**config.mk**
```make
export PLATFORM = sky130hd
export DESIGN_NAME = mux2x1_8_rr
export DESIGN_NICKNAME = d
export VERILOG_FILES = /design/src/rtl/mux2x1_8_rr.sv
export SDC_FILE = /design/constraint.sdc
export NUM_CORES = 1
export LEC_CHECK = 0
export BUFFER_PORTS_ARGS = -buffer_cell sky130_fd_sc_hd__buf_2
export CORE_UTILIZATION = 41
export CTS_BUF_LIST = sky130_fd_sc_hd__clkbuf_8
export CTS_CLUSTER_DIAMETER = 200
export DETAILED_ROUTE_END_ITERATION = 8
export GPL_ROUTABILITY_DRIVEN = 0
export GPL_TIMING_DRIVEN = 1
export PLACE_DENSITY = 0.55
export SETUP_SLACK_MARGIN = 0.2
export SYNTH_ARGS = -nofsm -noshare
export SYNTH_HDL_FRONTEND = slang
export SYNTH_HIERARCHICAL = 1
export SYNTH_SLANG_ARGS = --single-unit
```
**constraint.sdc**
```tcl
create_clock -name clk -period 6.5 [get_ports clk]
set_input_delay 0.65 -clock clk [delete_from_list [all_inputs] [get_ports clk]]
set_output_delay 0.65 -clock clk [all_outputs]
set_load 0.02 [all_outputs]
```
**src/rtl/mux2x1_8_rr.sv**
```systemverilog
// -----------------------------------------------------------------------------
// mux2x1_8_rr
//
// Two-input round-robin merging mux with a small FIFO behind each input.
// Two independent push streams (in0, in1) are buffered and then merged onto
// one registered output stream. Each output word is tagged with its source
// index so a downstream 1x2 demux can route it back by select.
//
// Ports
//   clk         single clock, rising-edge active
//   reset       asynchronous, active-high; clears pointers, counts, prio and
//               all outputs immediately
//   in0, in1    DATA_W-bit words for input 0 / input 1
//   valid_in    [1:0] bit i qualifies in<i> for a push this cycle
//   stall       downstream not ready; freezes output and arbitration
//   out         registered merged word
//   valid_out   out holds a new word this cycle
//   select_out  source index of out
//   full        [1:0] bit i high while FIFO i holds DEPTH words
//   overflow    [1:0] one-cycle pulse: push on input i was dropped (FIFO full)
//
// Handshake semantics
//   Input side has no backpressure: a word is taken whenever valid_in[i] is
//   high and full[i] is low; otherwise it is dropped and overflow[i] pulses
//   on the following cycle. Output side: a word is transferred at an edge
//   where stall is low and a grant is made; at that edge out/select_out load
//   the word and valid_out goes high. While stall is high, out, select_out
//   and valid_out hold and nothing is popped, so the downstream sees a
//   frozen output. A low valid_out with stall low means no word this cycle.
//
// Parameters
//   DATA_W  word width (default 8)
//   DEPTH   words per input FIFO (default 4); must be a power of two >= 2 so
//           the pointers wrap naturally at their bit width
// -----------------------------------------------------------------------------

// -----------------------------------------------------------------------------
// mux2x1_8_rr_fifo
//
// Single-clock FIFO with registered occupancy count. Full and empty are
// decoded from the registered count only, so a word written into an empty
// FIFO becomes visible as non-empty one cycle after its write edge.
//
// Ports
//   clk, reset  clock and asynchronous active-high reset
//   push_i      write data_i at the write pointer (caller guarantees !full_o)
//   data_i      word to write
//   pop_i       advance the read pointer (caller guarantees !empty_o)
//   head_o      word at the read pointer
//   empty_o     count == 0
//   full_o      count == DEPTH
// -----------------------------------------------------------------------------
module mux2x1_8_rr_fifo #(
  parameter int DATA_W = 8,
  parameter int DEPTH  = 4
) (
  input  logic              clk,
  input  logic              reset,
  input  logic              push_i,
  input  logic [DATA_W-1:0] data_i,
  input  logic              pop_i,
  output logic [DATA_W-1:0] head_o,
  output logic              empty_o,
  output logic              full_o
);

  localparam int PTR_W = $clog2(DEPTH);
  localparam int CNT_W = PTR_W + 1;

  logic [DATA_W-1:0] mem_q [DEPTH];
  logic [PTR_W-1:0]  wr_ptr_q, wr_ptr_d;
  logic [PTR_W-1:0]  rd_ptr_q, rd_ptr_d;
  logic [CNT_W-1:0]  count_q,  count_d;

  // Storage carries no reset: after a reset the pointers and count are zero,
  // so any old contents are unreachable until overwritten.
  always_ff @(posedge clk) begin
    if (push_i) begin
      mem_q[wr_ptr_q] <= data_i;
    end
  end

  always_comb begin
    wr_ptr_d = wr_ptr_q;
    rd_ptr_d = rd_ptr_q;
    count_d  = count_q;

    if (push_i) begin
      wr_ptr_d = wr_ptr_q + 1'b1;
    end
    if (pop_i) begin
      rd_ptr_d = rd_ptr_q + 1'b1;
    end

    // Simultaneous push and pop leaves the occupancy unchanged.
    case ({push_i, pop_i})
      2'b10:   count_d = count_q + 1'b1;
      2'b01:   count_d = count_q - 1'b1;
      default: count_d = count_q;
    endcase
  end

  always_ff @(posedge clk or posedge reset) begin
    if (reset) begin
      wr_ptr_q <= '0;
      rd_ptr_q <= '0;
      count_q  <= '0;
    end else begin
      wr_ptr_q <= wr_ptr_d;
      rd_ptr_q <= rd_ptr_d;
      count_q  <= count_d;
    end
  end

  assign head_o  = mem_q[rd_ptr_q];
  assign empty_o = (count_q == '0);
  assign full_o  = (count_q == CNT_W'(DEPTH));

endmodule

// -----------------------------------------------------------------------------
// Top level: two FIFOs, a 1-bit round-robin arbiter and the output register.
// -----------------------------------------------------------------------------
module mux2x1_8_rr #(
  parameter int DATA_W = 8,
  parameter int DEPTH  = 4
) (
  input  logic              clk,
  input  logic              reset,
  input  logic [DATA_W-1:0] in0,
  input  logic [DATA_W-1:0] in1,
  input  logic [1:0]        valid_in,
  input  logic              stall,
  output logic [DATA_W-1:0] out,
  output logic              valid_out,
  output logic              select_out,
  output logic [1:0]        full,
  output logic [1:0]        overflow
);

  // ---------------------------------------------------------------------------
  // Input FIFOs
  // ---------------------------------------------------------------------------
  logic [1:0]        push;
  logic [1:0]        pop;
  logic [1:0]        empty;
  logic [1:0]        full_w;
  logic [DATA_W-1:0] head0;
  logic [DATA_W-1:0] head1;

  // Full blocks a write even when the same FIFO is popped this cycle; full is
  // a registered-count decode so this never depends on the pop decision.
  assign push = valid_in & ~full_w;

  mux2x1_8_rr_fifo #(
    .DATA_W (DATA_W),
    .DEPTH  (DEPTH)
  ) u_fifo0 (
    .clk     (clk),
    .reset   (reset),
    .push_i  (push[0]),
    .data_i  (in0),
    .pop_i   (pop[0]),
    .head_o  (head0),
    .empty_o (empty[0]),
    .full_o  (full_w[0])
  );

  mux2x1_8_rr_fifo #(
    .DATA_W (DATA_W),
    .DEPTH  (DEPTH)
  ) u_fifo1 (
    .clk     (clk),
    .reset   (reset),
    .push_i  (push[1]),
    .data_i  (in1),
    .pop_i   (pop[1]),
    .head_o  (head1),
    .empty_o (empty[1]),
    .full_o  (full_w[1])
  );

  // ---------------------------------------------------------------------------
  // Arbiter
  // prio_q names the input that wins when both are non-empty. After every
  // grant it points at the other input, which gives strict alternation when
  // both FIFOs stay backlogged.
  // ---------------------------------------------------------------------------
  logic prio_q, prio_d;
  logic grant_vld;
  logic grant_idx;

  always_comb begin
    grant_vld = 1'b0;
    grant_idx = 1'b0;
    if (!stall) begin
      if (!empty[0] && !empty[1]) begin
        grant_vld = 1'b1;
        grant_idx = prio_q;
      end else if (!empty[0]) begin
        grant_vld = 1'b1;
        grant_idx = 1'b0;
      end else if (!empty[1]) begin
        grant_vld = 1'b1;
        grant_idx = 1'b1;
      end
    end
  end

  assign pop[0] = grant_vld && (grant_idx == 1'b0);
  assign pop[1] = grant_vld && (grant_idx == 1'b1);

  // ---------------------------------------------------------------------------
  // Output register next state
  // ---------------------------------------------------------------------------
  logic [DATA_W-1:0] out_q, out_d;
  logic              valid_q, valid_d;
  logic              sel_q, sel_d;
  logic [1:0]        overflow_q, overflow_d;

  always_comb begin
    prio_d     = prio_q;
    out_d      = out_q;
    valid_d    = valid_q;
    sel_d      = sel_q;
    overflow_d = valid_in & full_w;

    // Under stall everything on the output side holds, including valid.
    if (!stall) begin
      valid_d = grant_vld;
      if (grant_vld) begin
        out_d  = grant_idx ? head1 : head0;
        sel_d  = grant_idx;
        prio_d = ~grant_idx;
      end
    end
  end

  always_ff @(posedge clk or posedge reset) begin
    if (reset) begin
      prio_q     <= 1'b0;
      out_q      <= '0;
      valid_q    <= 1'b0;
      sel_q      <= 1'b0;
      overflow_q <= 2'b00;
    end else begin
      prio_q     <= prio_d;
      out_q      <= out_d;
      valid_q    <= valid_d;
      sel_q      <= sel_d;
      overflow_q <= overflow_d;
    end
  end

  assign out        = out_q;
  assign valid_out  = valid_q;
  assign select_out = sel_q;
  assign full       = full_w;
  assign overflow   = overflow_q;

endmodule

```
==> run metrics <==
yosys warns=6; pwr dens=439 nW/um2; count of antenna diodes in the layout=0; Post-synth EDFFs=64; total track usage=0.154; Slew Viols, Final=0; post-synthesis compound-gate area fraction=0.0313; worst setup path class=reg -> reg; internal power=0.00119 W; CP startpoint kind=register; clock buffer depth=2; die span in y=97.7 um; fraction of layout cells with a size suffix above 1=0.264; first-pass GRT wire length=10,700 um; switching share of power=0.347; combinational power share=0.313; Pwr Total=0.00182 W; RR Endpoint=u_fifo0/count_q[2]$_DFFE_PP0P_; vias per inst=5.07; Clock Pin Slew Worst Setup and Hold Paths=0.09 ns; CTS Hold Bufs=0; hpwl dp=4560 um; final worst path period need=3.02 ns; Unique masters post-synth=29; area grow syn2layout=10.8%; FF+latch count, synth=91; Post-Synth Simple-Gate Area=0.0677; Max Fclk=331 MHz; Max-Cap Viols=0; Die Wd=97.7 um; post-CTS setup buffer count=0; largest net degree at the start of global routing=17; TNS Setup=0 ns; WL final=6590 um; CTS tree=yes; hold_ws=0.241 ns; worst path arrival time=3.30 ns; sequential power share=0.504; status=finished, violations left; Netlist Area Pre-Place=3750 um2; antenna violations before repair=0; Period Utilization, post-route=0.465; Mapped Cells=220; Resized cells post-CTS=0; Final Hold Viols=0; IO buf count=34; adder-cell share of the synthesized area=0.0440; standard-cell rows=34; H-Tree Depth=3; Initial Util=0.426; fin nets=289; Min-Delay Path Class=in -> async; Syn Nets=253; Synth Area in XOR/XNOR=0.0280; Root Buffer Master=clkbuf_8; RSZ-0062 raised after global routing=false; top_reg_cell synth=edfxtp_1; DRC errors left=6; First DRT Iteration DRCs=64; fin area=4160 um2; largest family of logic cells by synthesized area=multiplexers; fraction of registers with async set/reset=0.297; CP Capture Type=register; TritonCTS buffer count=9; clk_lat worst skew=0.35 ns; Worst Tran Pin Value=1.08 ns; register area share after synthesis=0.692; Core Area=8810 um2; Final Skew=0.00885 ns; DIE AREA=9540 um2; crit-path max FO=9; Worst R2R Start=u_fifo1/count_q[0]$_DFFE_PP0P_; critical path data required time=6.78 ns; total gr overflow=0; WL per Instance=17.9 um; routed vias=1,870; CP Launch Point=u_fifo1/count_q[0]$_DFFE_PP0P_; clock sink total=91; failing checks=DRC; Syn Area/Cell=17.1 um2; Antenna Nets Post-Route=0; vias in the first global route=1,955; Reg2Reg Depth=9; slew margin rel.=0.275; net switching power=0.000633 W; io pins=35; clock network fraction of total power=0.183; peak supply drop=0.145 mV; Leak=1.58 nW; setup violators final=0; register-to-register setup slack=3.48 ns; post-synthesis mux area share=0.101; TritonRoute pass-1 iters=6; dpl cell area=3990 um2
## cells in the mapped netlist, drive strengths merged (2+ instances only)
cell type / number / area share
inv: 17 / 0.017
a2111oi: 6 / 0.014
edfxtp: 64 / 0.51
and2: 10 / 0.017
dfrtp: 27 / 0.18
nand2: 4 / 0.0040
fa: 2 / 0.011
nor2b: 4 / 0.0067
buf: 9 / 0.018
nor2: 12 / 0.015
a221o: 2 / 0.0053
xnor2: 4 / 0.0093
mux2i: 2 / 0.0053
xor2: 8 / 0.019
nor4: 6 / 0.010
and3: 2 / 0.0033
o21ai: 2 / 0.0027
ha: 10 / 0.033
nor3: 8 / 0.011
mux4: 16 / 0.096
## worst max-delay path, cell delays in order, from the launching register on
cell      delay (ns)
dfrtp_1         0.41
nor3_1          0.73
inv_1           0.28
a211oi_2        0.44
ha_1            0.26
inv_1           0.06
fa_1            0.37
xor2_1          0.15
nor2_1          0.11
xor2_1          0.14
## metal layers
| layer | vias up | share of wire | GRT usage | wire, um |
|---|---|---|---|---|
| li1 | 889 | - | - | - |
| met1 | 936 | 0.49 | 0.221 | 3200 |
| met2 | 37 | 0.47 | 0.229 | 3100 |
| met3 | 8 | 0.030 | 0.0353 | 197 |
| met4 | 0 | 0.014 | 0.0559 | 92 |
| met5 | - | 0 | 0 | 0 |
## cell families after synthesis
family	count (synthesis)
AOI/OAI and AO/OA	14
xor gates and xnor gates	12
adders and majority gates	12
buffers and inverters	26
DFF	91
muxes	18
and+or+nand+nor	47
## area by class of cell
class | count | area (um2)
timing repair buffer | 34 | 170
multi-input combinational | 103 | 1020
clock buffer | 9 | 124
sequential | 91 | 2600
clock inverter | 7 | 43.8
tap | 108 | 135
inverter | 17 | 63.8
fill | 752 | 4650
## placed cells by master (no fill, tap or decap)
master / n
a2111oi_0: 6
a211oi_2: 1
a21o_1: 1
a21oi_2: 1
a221o_1: 2
and2_1: 10
and3_1: 2
buf_2: 34
clkbuf_8: 9
clkinv_2: 2
clkinvlp_2: 1
clkinvlp_4: 1
dfrtp_1: 27
edfxtp_1: 64
fa_1: 2
ha_1: 10
inv_1: 18
inv_6: 2
mux2i_1: 2
mux4_2: 16
nand2_1: 4
nor2_1: 10
nor2_2: 1
nor2_4: 1
nor2b_1: 4
nor3_1: 8
nor4_1: 6
o21ai_0: 2
o22ai_1: 1
or2_1: 1
xnor2_1: 4
xor2_1: 8
## power groups by stage
stage	Combinational (W)	Clock [W]	Sequential [W]
6_report	0.000571	0.000333	0.000919
5_1_grt	0.000635	0.000363	0.000947
4_1_cts	0.000583	0.000346	0.000925
3_5_place_dp	0.000581	0	0.000937
3_3_place_gp	0.000574	0	0.000932
2_1_floorplan	0.000464	0	0.000891
## metrics by stage
| stage | util | setup slack, ns | instances |
|---|---|---|---|
| detailed placement | 0.453 | 3.49 | 353 |
| finish | 0.472 | 3.48 | 369 |
| global route | 0.472 | 3.20 | 369 |
| CTS | 0.472 | 3.49 | 369 |
| floorplan | - | 4.25 | 220 |
| global placement | 0.453 | 3.58 | 353 |
## registers in the layout, indices dropped and copies added, names as in the netlist
name	count
u_fifo0/mem_q	32
u_fifo0/count_q	3
u_fifo0/wr_ptr_q	2
u_fifo1/mem_q	32
u_fifo1/wr_ptr_q	2
overflow	2
prio_q	1
select_out	1
u_fifo0/rd_ptr_q	2
valid_out	1
u_fifo1/rd_ptr_q	2
u_fifo1/count_q	3
out	8
## worst max-delay path by stage
stage / cells after the start / slack (ns) / endpoint
finish: 9 / 3.48 / u_fifo0/count_q[2]$_DFFE_PP0P_
detailed placement: 9 / 3.49 / u_fifo0/count_q[2]$_DFFE_PP0P_
floorplan: 10 / 4.25 / u_fifo0/count_q[2]$_DFFE_PP0P_
global placement: 9 / 3.58 / u_fifo0/count_q[2]$_DFFE_PP0P_
global route: 9 / 3.20 / u_fifo0/count_q[2]$_DFFE_PP0P_
CTS: 9 / 3.49 / u_fifo0/count_q[2]$_DFFE_PP0P_
No activity file was read; power rests on OpenSTA's default activity.
